==> src/rtl/huffman_stream_ctrl.sv <==
// Stream controller feeding a table-driven Huffman decoder: buffers 32-bit words,
// presents 6-bit lookahead windows and consumes decoded lengths. Optional bit counter: HUFF_BITCNT_EN.
module huffman_stream_ctrl (
  input  logic        clk,
  input  logic        rst,
  input  logic        start,
  input  logic [15:0] symbol_count,
  input  logic [31:0] word_data,
  input  logic        word_valid,
  output logic        word_ready,
  output logic [5:0]  encodedData,
  output logic        load,
  input  logic        ready,
  input  logic [3:0]  symbolLength,
  input  logic [3:0]  decodedData,
  output logic [3:0]  sym_data,
  output logic        sym_valid,
  output logic        busy,
  output logic        done,
  output logic        err
`ifdef HUFF_BITCNT_EN
  ,
  output logic [23:0] bits_consumed
`endif
);

  typedef enum logic [2:0] {
    IDLE    = 3'd0,
    FILL    = 3'd1,
    PRESENT = 3'd2,
    WAIT    = 3'd3,
    FINISH  = 3'd4
  } state_t;

  state_t      state_reg, state_next;
  logic [63:0] buf_reg, buf_next;
  logic [6:0]  level_reg, level_next;
  logic [15:0] remain_reg, remain_next;
  logic        err_reg, err_next;

  logic        accept;
  logic        len_ok;
  logic        consume;
  logic        bad_len;
  logic        active;
  logic [63:0] shifted;
  logic [63:0] appended;
  logic [6:0]  base_level;
  logic [6:0]  filled_level;

  assign active  = (state_reg == FILL) || (state_reg == PRESENT) || (state_reg == WAIT);
  assign accept  = word_valid && word_ready;
  assign len_ok  = (symbolLength != 4'd0) && (symbolLength <= 4'd6);
  assign consume = (state_reg == WAIT) && ready && len_ok;
  assign bad_len = (state_reg == WAIT) && ready && !len_ok;

  // Consume first, then append the new word directly below the surviving bits.
  always_comb begin
    shifted      = consume ? (buf_reg << symbolLength) : buf_reg;
    base_level   = consume ? (level_reg - {3'b000, symbolLength}) : level_reg;
    appended     = accept ? (shifted | ({word_data, 32'h0000_0000} >> base_level)) : shifted;
    filled_level = accept ? (base_level + 7'd32) : base_level;
  end

  // State register
  always_ff @(posedge clk) begin
    if (!rst) begin
      state_reg <= IDLE;
    end else begin
      state_reg <= state_next;
    end
  end

  // Next-state logic
  always_comb begin
    state_next = state_reg;
    unique case (state_reg)
      IDLE: begin
        if (start) begin
          state_next = (symbol_count == 16'd0) ? FINISH : FILL;
        end
      end
      FILL: begin
        if (filled_level >= 7'd6) begin
          state_next = PRESENT;
        end
      end
      PRESENT: state_next = WAIT;
      WAIT: begin
        if (ready) begin
          if (!len_ok || (remain_reg == 16'd1)) begin
            state_next = FINISH;
          end else if (filled_level >= 7'd6) begin
            state_next = PRESENT;
          end else begin
            state_next = FILL;
          end
        end
      end
      FINISH: state_next = IDLE;
      default: state_next = IDLE;
    endcase
  end

  // Outputs
  always_comb begin
    word_ready  = active && (level_reg <= 7'd32);
    load        = (state_reg == PRESENT);
    encodedData = buf_reg[63:58];
    sym_valid   = consume;
    sym_data    = consume ? decodedData : 4'd0;
    busy        = (state_reg != IDLE);
    done        = (state_reg == FINISH);
    err         = err_reg;
  end

  // Buffer, fill level, remaining count and error flag
  always_comb begin
    buf_next    = buf_reg;
    level_next  = level_reg;
    remain_next = remain_reg;
    err_next    = err_reg;
    unique case (state_reg)
      IDLE: begin
        if (start) begin
          buf_next    = 64'd0;
          level_next  = 7'd0;
          remain_next = symbol_count;
          err_next    = 1'b0;
        end
      end
      FILL, PRESENT, WAIT: begin
        buf_next   = appended;
        level_next = filled_level;
        if (consume) begin
          remain_next = remain_reg - 16'd1;
        end
        if (bad_len) begin
          err_next = 1'b1;
        end
      end
      FINISH: begin
        // Leftover bits belong to the finished job and are dropped here.
        buf_next    = 64'd0;
        level_next  = 7'd0;
        remain_next = 16'd0;
      end
      default: begin
        buf_next    = 64'd0;
        level_next  = 7'd0;
        remain_next = 16'd0;
      end
    endcase
  end

  always_ff @(posedge clk) begin
    if (!rst) begin
      buf_reg    <= 64'd0;
      level_reg  <= 7'd0;
      remain_reg <= 16'd0;
      err_reg    <= 1'b0;
    end else begin
      buf_reg    <= buf_next;
      level_reg  <= level_next;
      remain_reg <= remain_next;
      err_reg    <= err_next;
    end
  end

`ifdef HUFF_BITCNT_EN
  logic [23:0] bitcnt_reg, bitcnt_next;
  logic [24:0] bitcnt_sum;

  always_comb begin
    bitcnt_sum  = {1'b0, bitcnt_reg} + {21'd0, symbolLength};
    bitcnt_next = bitcnt_reg;
    if ((state_reg == IDLE) && start) begin
      bitcnt_next = 24'd0;
    end else if (consume) begin
      bitcnt_next = bitcnt_sum[24] ? 24'hFF_FFFF : bitcnt_sum[23:0];
    end
  end

  always_ff @(posedge clk) begin
    if (!rst) begin
      bitcnt_reg <= 24'd0;
    end else begin
      bitcnt_reg <= bitcnt_next;
    end
  end

  assign bits_consumed = bitcnt_reg;
`endif

endmodule
==> config.mk <==
export PLATFORM = sky130hd
export DESIGN_NAME = huffman_stream_ctrl
export DESIGN_NICKNAME = d
export VERILOG_FILES = /design/src/rtl/huffman_stream_ctrl.sv
export SDC_FILE = /design/constraint.sdc
export NUM_CORES = 1
export LEC_CHECK = 0
export BUFFER_PORTS_ARGS = -buffer_cell sky130_fd_sc_hd__buf_4
export CORE_MARGIN = 4
export CORE_UTILIZATION = 40
export CTS_CLUSTER_DIAMETER = 200
export DETAILED_ROUTE_END_ITERATION = 12
export MAX_ROUTING_LAYER = met4
export SLEW_MARGIN = 20
export SYNTH_ARGS = -nofsm -noshare
export SYNTH_HDL_FRONTEND = slang
export SYNTH_SLANG_ARGS = --single-unit
==> constraint.sdc <==
create_clock -name clk -period 5.5 [get_ports clk]
set_input_delay 0.825 -clock clk [delete_from_list [all_inputs] [get_ports clk]]
set_output_delay 0.825 -clock clk [all_outputs]
set_load 0.01 [all_outputs]
## Word-level counts from Yosys, hierarchy flattened

Cells that the tools add are included.

| storage, ports and cells | value |
|---|---|
| flip-flop bits (word level) | 91 |
| input bits | 61 |
| word-level logic and storage cells | 65 |
| output and inout bits | 16 |

| cells by class | value |
|---|---|
| add/sub/neg operators | 3 |
| reduce and logical (&&, ||, !) cells | 19 |
| equality and inequality tests | 10 |
| mux-type cells | 22 |
| shift operators | 2 |
| bitwise logic cells | 1 |
| order comparisons | 3 |

Operators with widths:

| kind | count |
|---|---|
| 64-bit 2-to-1 mux | 3 |
| 64-bit case mux with 2 select lines | 1 |
| 64-bit bitwise OR | 1 |
| 64-bit by 4-bit left shift with 64-bit output | 1 |
| 64-bit by 7-bit right shift with 64-bit output | 1 |
| 16-bit 2-to-1 mux | 2 |
| 16-bit case mux with 2 select lines | 1 |
| 7-bit 2-to-1 mux | 3 |
| 16-bit by 1-bit equality test with 1-bit output, second input constant | 1 |
| 16-bit logical NOT | 1 |
| 16-bit by 1-bit subtractor with 16-bit output, second input constant | 1 |
| 3-bit 2-to-1 mux | 5 |
| 7-bit case mux with 2 select lines | 1 |
| 3-bit case mux with 4 select lines | 1 |
| 2-bit != test, second input constant | 4 |
| 7-bit by 6-bit adder with 7-bit output, second input constant | 1 |
| 7-bit by 3-bit greater-or-equal comparator with 1-bit output, second input constant | 1 |
| 7-bit by 6-bit less-or-equal comparator with 1-bit output, second input constant | 1 |
| 7-bit by 4-bit subtractor with 7-bit output | 1 |
| 3-bit by 2-bit equality test with 1-bit output, second input constant | 2 |
| 1-bit logical AND | 6 |
| 3-bit AND reduction | 2 |
| 4-bit by 3-bit less-or-equal comparator with 1-bit output, second input constant | 1 |
| 4-bit 2-to-1 mux | 1 |
| 14 further kinds | 17 |

## Logic depth before layout (Yosys ltp)

| depth | value |
|---|---|
| depth after elaboration | 11 |
| depth in mapped cells | 15 |
| depth with buffers taken out | 12 |

## Worst setup path after synthesis

No wires, ideal clock.

| path | value |
|---|---|
| kind | input to register |
| start point | in symbolLength[0] |
| end point | reg buf_reg[8] |
| arrival | 3702 ps |
| path buffers | 4 |
| slack | 1664 ps |
| library setup time | 135 ps |
| data required time | 5365 ps |
| stages on the path | 12 |
| cells stage by stage | buf_6 > and3_4 > buf_6 > or4_4 > buf_6 > inv_2 > mux2i_1 > clkbuf_1 > mux2_2 > a221o_1 > a221oi_1 > nor3_1 |

| on the way | value |
|---|---|
| cells in the longest elaborated chain, start to end | 8 |
| elaborated cells between the ends (all ways) | 12 |
| those cells by class | add/sub (1); order compare (1); shift (2); mux (4); bitwise (1); reduce/logical (3) |

Ends and longest elaborated chain:

| item | line | source |
|---|---|---|
| from (decl) | 14 | `input logic [3:0] symbolLength,` |
| branches (longest 6 deep; another with 7-bit by 4-bit subtractor with 7-bit output) | -- |  |
| 64-bit 2-to-1 mux * | 61 | `appended = accept ? (shifted \| ({word_data, 32'h0000_0000} >> base_level)) : shifted;` |
| 64-bit case mux with 2 select lines * | 123 | `unique case (state_reg)` |
| to (signal assigned) | 163 | `buf_reg <= buf_next;` |
| to (decl) | 36 | `logic [63:0] buf_reg, buf_next;` |

Mark *: on every way between the ends.
A chain may end at the register's enable or synchronous reset.

## Worst setup path after layout

| path | value |
|---|---|
| start point | in symbolLength[0] |
| end point | reg buf_reg[16] |

The elaborated chain is that of the path after synthesis.

==> metrics <==
status=finished, final reports clean; count leader, synth=nand2_1; Final Hold Fails=0; Clock Root Buffer=clkbuf_16; # nets final=around 1,400; Max-Cap Viols=0; pwr/cell area=238 nW/um2; Vias=approximately 11,000; Syn Area/Cell=approximately 7.3 um2; most frequent cells after synthesis=nand2_1, nor2_1, mux2i_1; pin count of the biggest net entering global routing=between 60 and 70; Fin Setup TNS=0 ns; clk_lat worst skew=0.37 ns; post-CTS setup buffers=0; Pre-Repair DR Iteration Count=6; hold_buf cts=0; Setup crit end kind=flip-flop; DR top layer=met4; Seq/Total Area, Yosys=19.3%; Area Growth Syn to Fin=11.5%; WL final=39.5 mm; Syn Nets=1,355; CTS sink cnt=91; Req. time, crit path=roughly 5.8 ns; number of global-route vias before repair=9,876; reg2reg path depth=10; unrepaired setup endpoints after global routing=no; DP Worst Slack=approximately 0.6 ns; Worst VDD drop=about 190 uV; min Tclk post-route=4.59 ns; Core ar.=approximately 23,000 um2; Num CTS Buffers=9; final core occ=a little under half; number of fill cells=approximately 2,400; footprint of the multi-input gates=roughly 7100 um2; setup violators final=0; Die Width=162 um; CTS resizes=0; detailed placer's ending HPWL=between 20 and 30 mm; max_slew headroom=around 37%; DR WL/cell=around 24 um; Pins Over Slew Limit=0; Total GRT Usage=30.0%; chip height=between 150 and 200 um; library cells used by synthesis=between 80 and 90; met2 wire length=17.2 mm; Max FO, Critical Path=26; antenna diode count=0; Via density=about 6.5; Max Fclk=around 220 MHz; die area=26,200 um2; Clock Pin Slew Worst Setup and Hold Paths=around 0.080 ns; Hold Path Depth=2; Initial Utilization=~40%; Critical Path AT=around 4.9 ns; top area cells in the synthesized netlist=dfxtp_1, mux2i_1, nand2_1, nor2_1, a21oi_1; share of synthesized registers carrying an async set or reset=0%; Detail Route Antenna Nets=0; worst-margin pin slew=0.940 ns; layout cells sized above 1=approximately 16%; sequential cell area=~1800 um2; M1 wire length=between 15 and 20 mm; H-tree depth=3; Rows=56; crit path launch type=primary input; GP Congestion=slightly above 1; Hold WC Path Type=flip-flop to flip-flop; clock skew=approximately 0.012 ns; Initial DRC Count=~1,600; Post-synth EDFFs=0; IO Pins=77; TritonCTS clock tree=yes; max FFs per register=between 60 and 70; final worst slack=around 0.9 ns; Top FF cell, synth=dfxtp_1; # DRC=0; YS warnings=0; first-pass GRT wire length=between 60 and 70 mm; IO Port Bufs=76; critical path type=primary input to flip-flop; Seq cells post-synth=91; Lkg Pwr=4.27 nW; met3 WL=roughly 3.7 mm; Synth Instances=1,287; Synth area leader=dfxtp_1; initial antenna violation count=0; Mapped Area=approximately 9500 um2; GRT overflow=0; post-synth top area share=between 10% and 20%; Max Root-Sink Buffers=2; final period utilization=~83%
==> routing by layer <==
layer  global-route usage [%]  up-vias
li1                         -     4889
met4                     9.23        0
met1                     41.9     5101
met5                        -        -
met3                     5.76       98
met2                     43.9      571
==> area by class of cell <==
class / instances / area share [%]
tap: 319 / 3.79
timing repair buffer: 114 / 8.12
clock buffer: 9 / 2.14
sequential: 91 / 17.3
clock inverter: 7 / 0.748
inverter: 18 / 0.641
multi-input combinational: 1073 / 67.3
==> through the flow <==
step	hold slack, ns	power, mW	instance area, um2	std cells
floorplan	0.459	1.49	9460	1287
global placement	0.490	1.83	10200	1615
detailed placement	0.487	1.83	10200	1615
CTS	0.500	2.49	10500	1631
global route	0.532	2.64	10500	1631
finish	0.496	2.51	10500	1631
==> cells by family (layout without fill, tap and decap cells) <==
family                     count (synthesis)  in the layout  synth area share (%)
AOI/OAI and AO/OA                        452            452                  32.9
muxes                                    152            152                  17.7
xor gates and xnor gates                  11             11                  1.02
DFF                                       91             91                  19.3
and+or+nand+nor                          451            451                  22.2
buffers and inverters                    123            148                  6.01
adders and majority gates                  7              7                  1.01
==> layout by cell type, fill, tap and decap left out, types with 9 or more instances in the layout <==
cell / count
o211ai_1: 28
o221ai_1: 12
buf_4: 114
dfxtp_1: 91
and2_1: 18
o22ai_1: 23
nand3_1: 15
a221oi_1: 17
nor3_1: 37
mux2i_1: 113
a22oi_1: 35
inv_1: 15
a21oi_1: 104
o21a_1: 12
mux2_2: 29
a22o_1: 14
a31oi_1: 10
nor2b_1: 11
nand2_1: 161
o21ai_0: 78
clkbuf_16: 9
a211oi_1: 29
nor2_1: 147
mux4_2: 9
==> power breakdown <==
part	total, mW	internal [mW]	switching [mW]
sequential	0.789	0.719	0.0704
combinational	1.05	0.370	0.683
clock	0.669	0.325	0.344
==> path summary, 6_finish.rpt <==
kind                                           startpoint                        to  slack (ns)
worst min-delay path             buf_reg[50]$_SDFFE_PN0P_  buf_reg[50]$_SDFFE_PN0P_        0.50
worst max register to register  state_reg[1]$_SDFFE_PN0P_  buf_reg[16]$_SDFFE_PN0P_        0.95
worst max-delay path                      symbolLength[0]  buf_reg[16]$_SDFFE_PN0P_        0.91
worst min register to register   buf_reg[50]$_SDFFE_PN0P_  buf_reg[50]$_SDFFE_PN0P_        0.50
==> worst max-delay path, stage by stage <==
cell and delay, ns:
buf_4 0.13, ha_1 0.22, fa_1 0.64, inv_1 0.15, o21ai_4 0.75, buf_4 0.27, mux2_2 0.35, a2bb2oi_1 0.19
o221ai_1 0.29, mux2i_1 0.57, o22ai_1 0.15, a221o_1 0.28
Note: power is estimated with default switching activity, not from simulation.
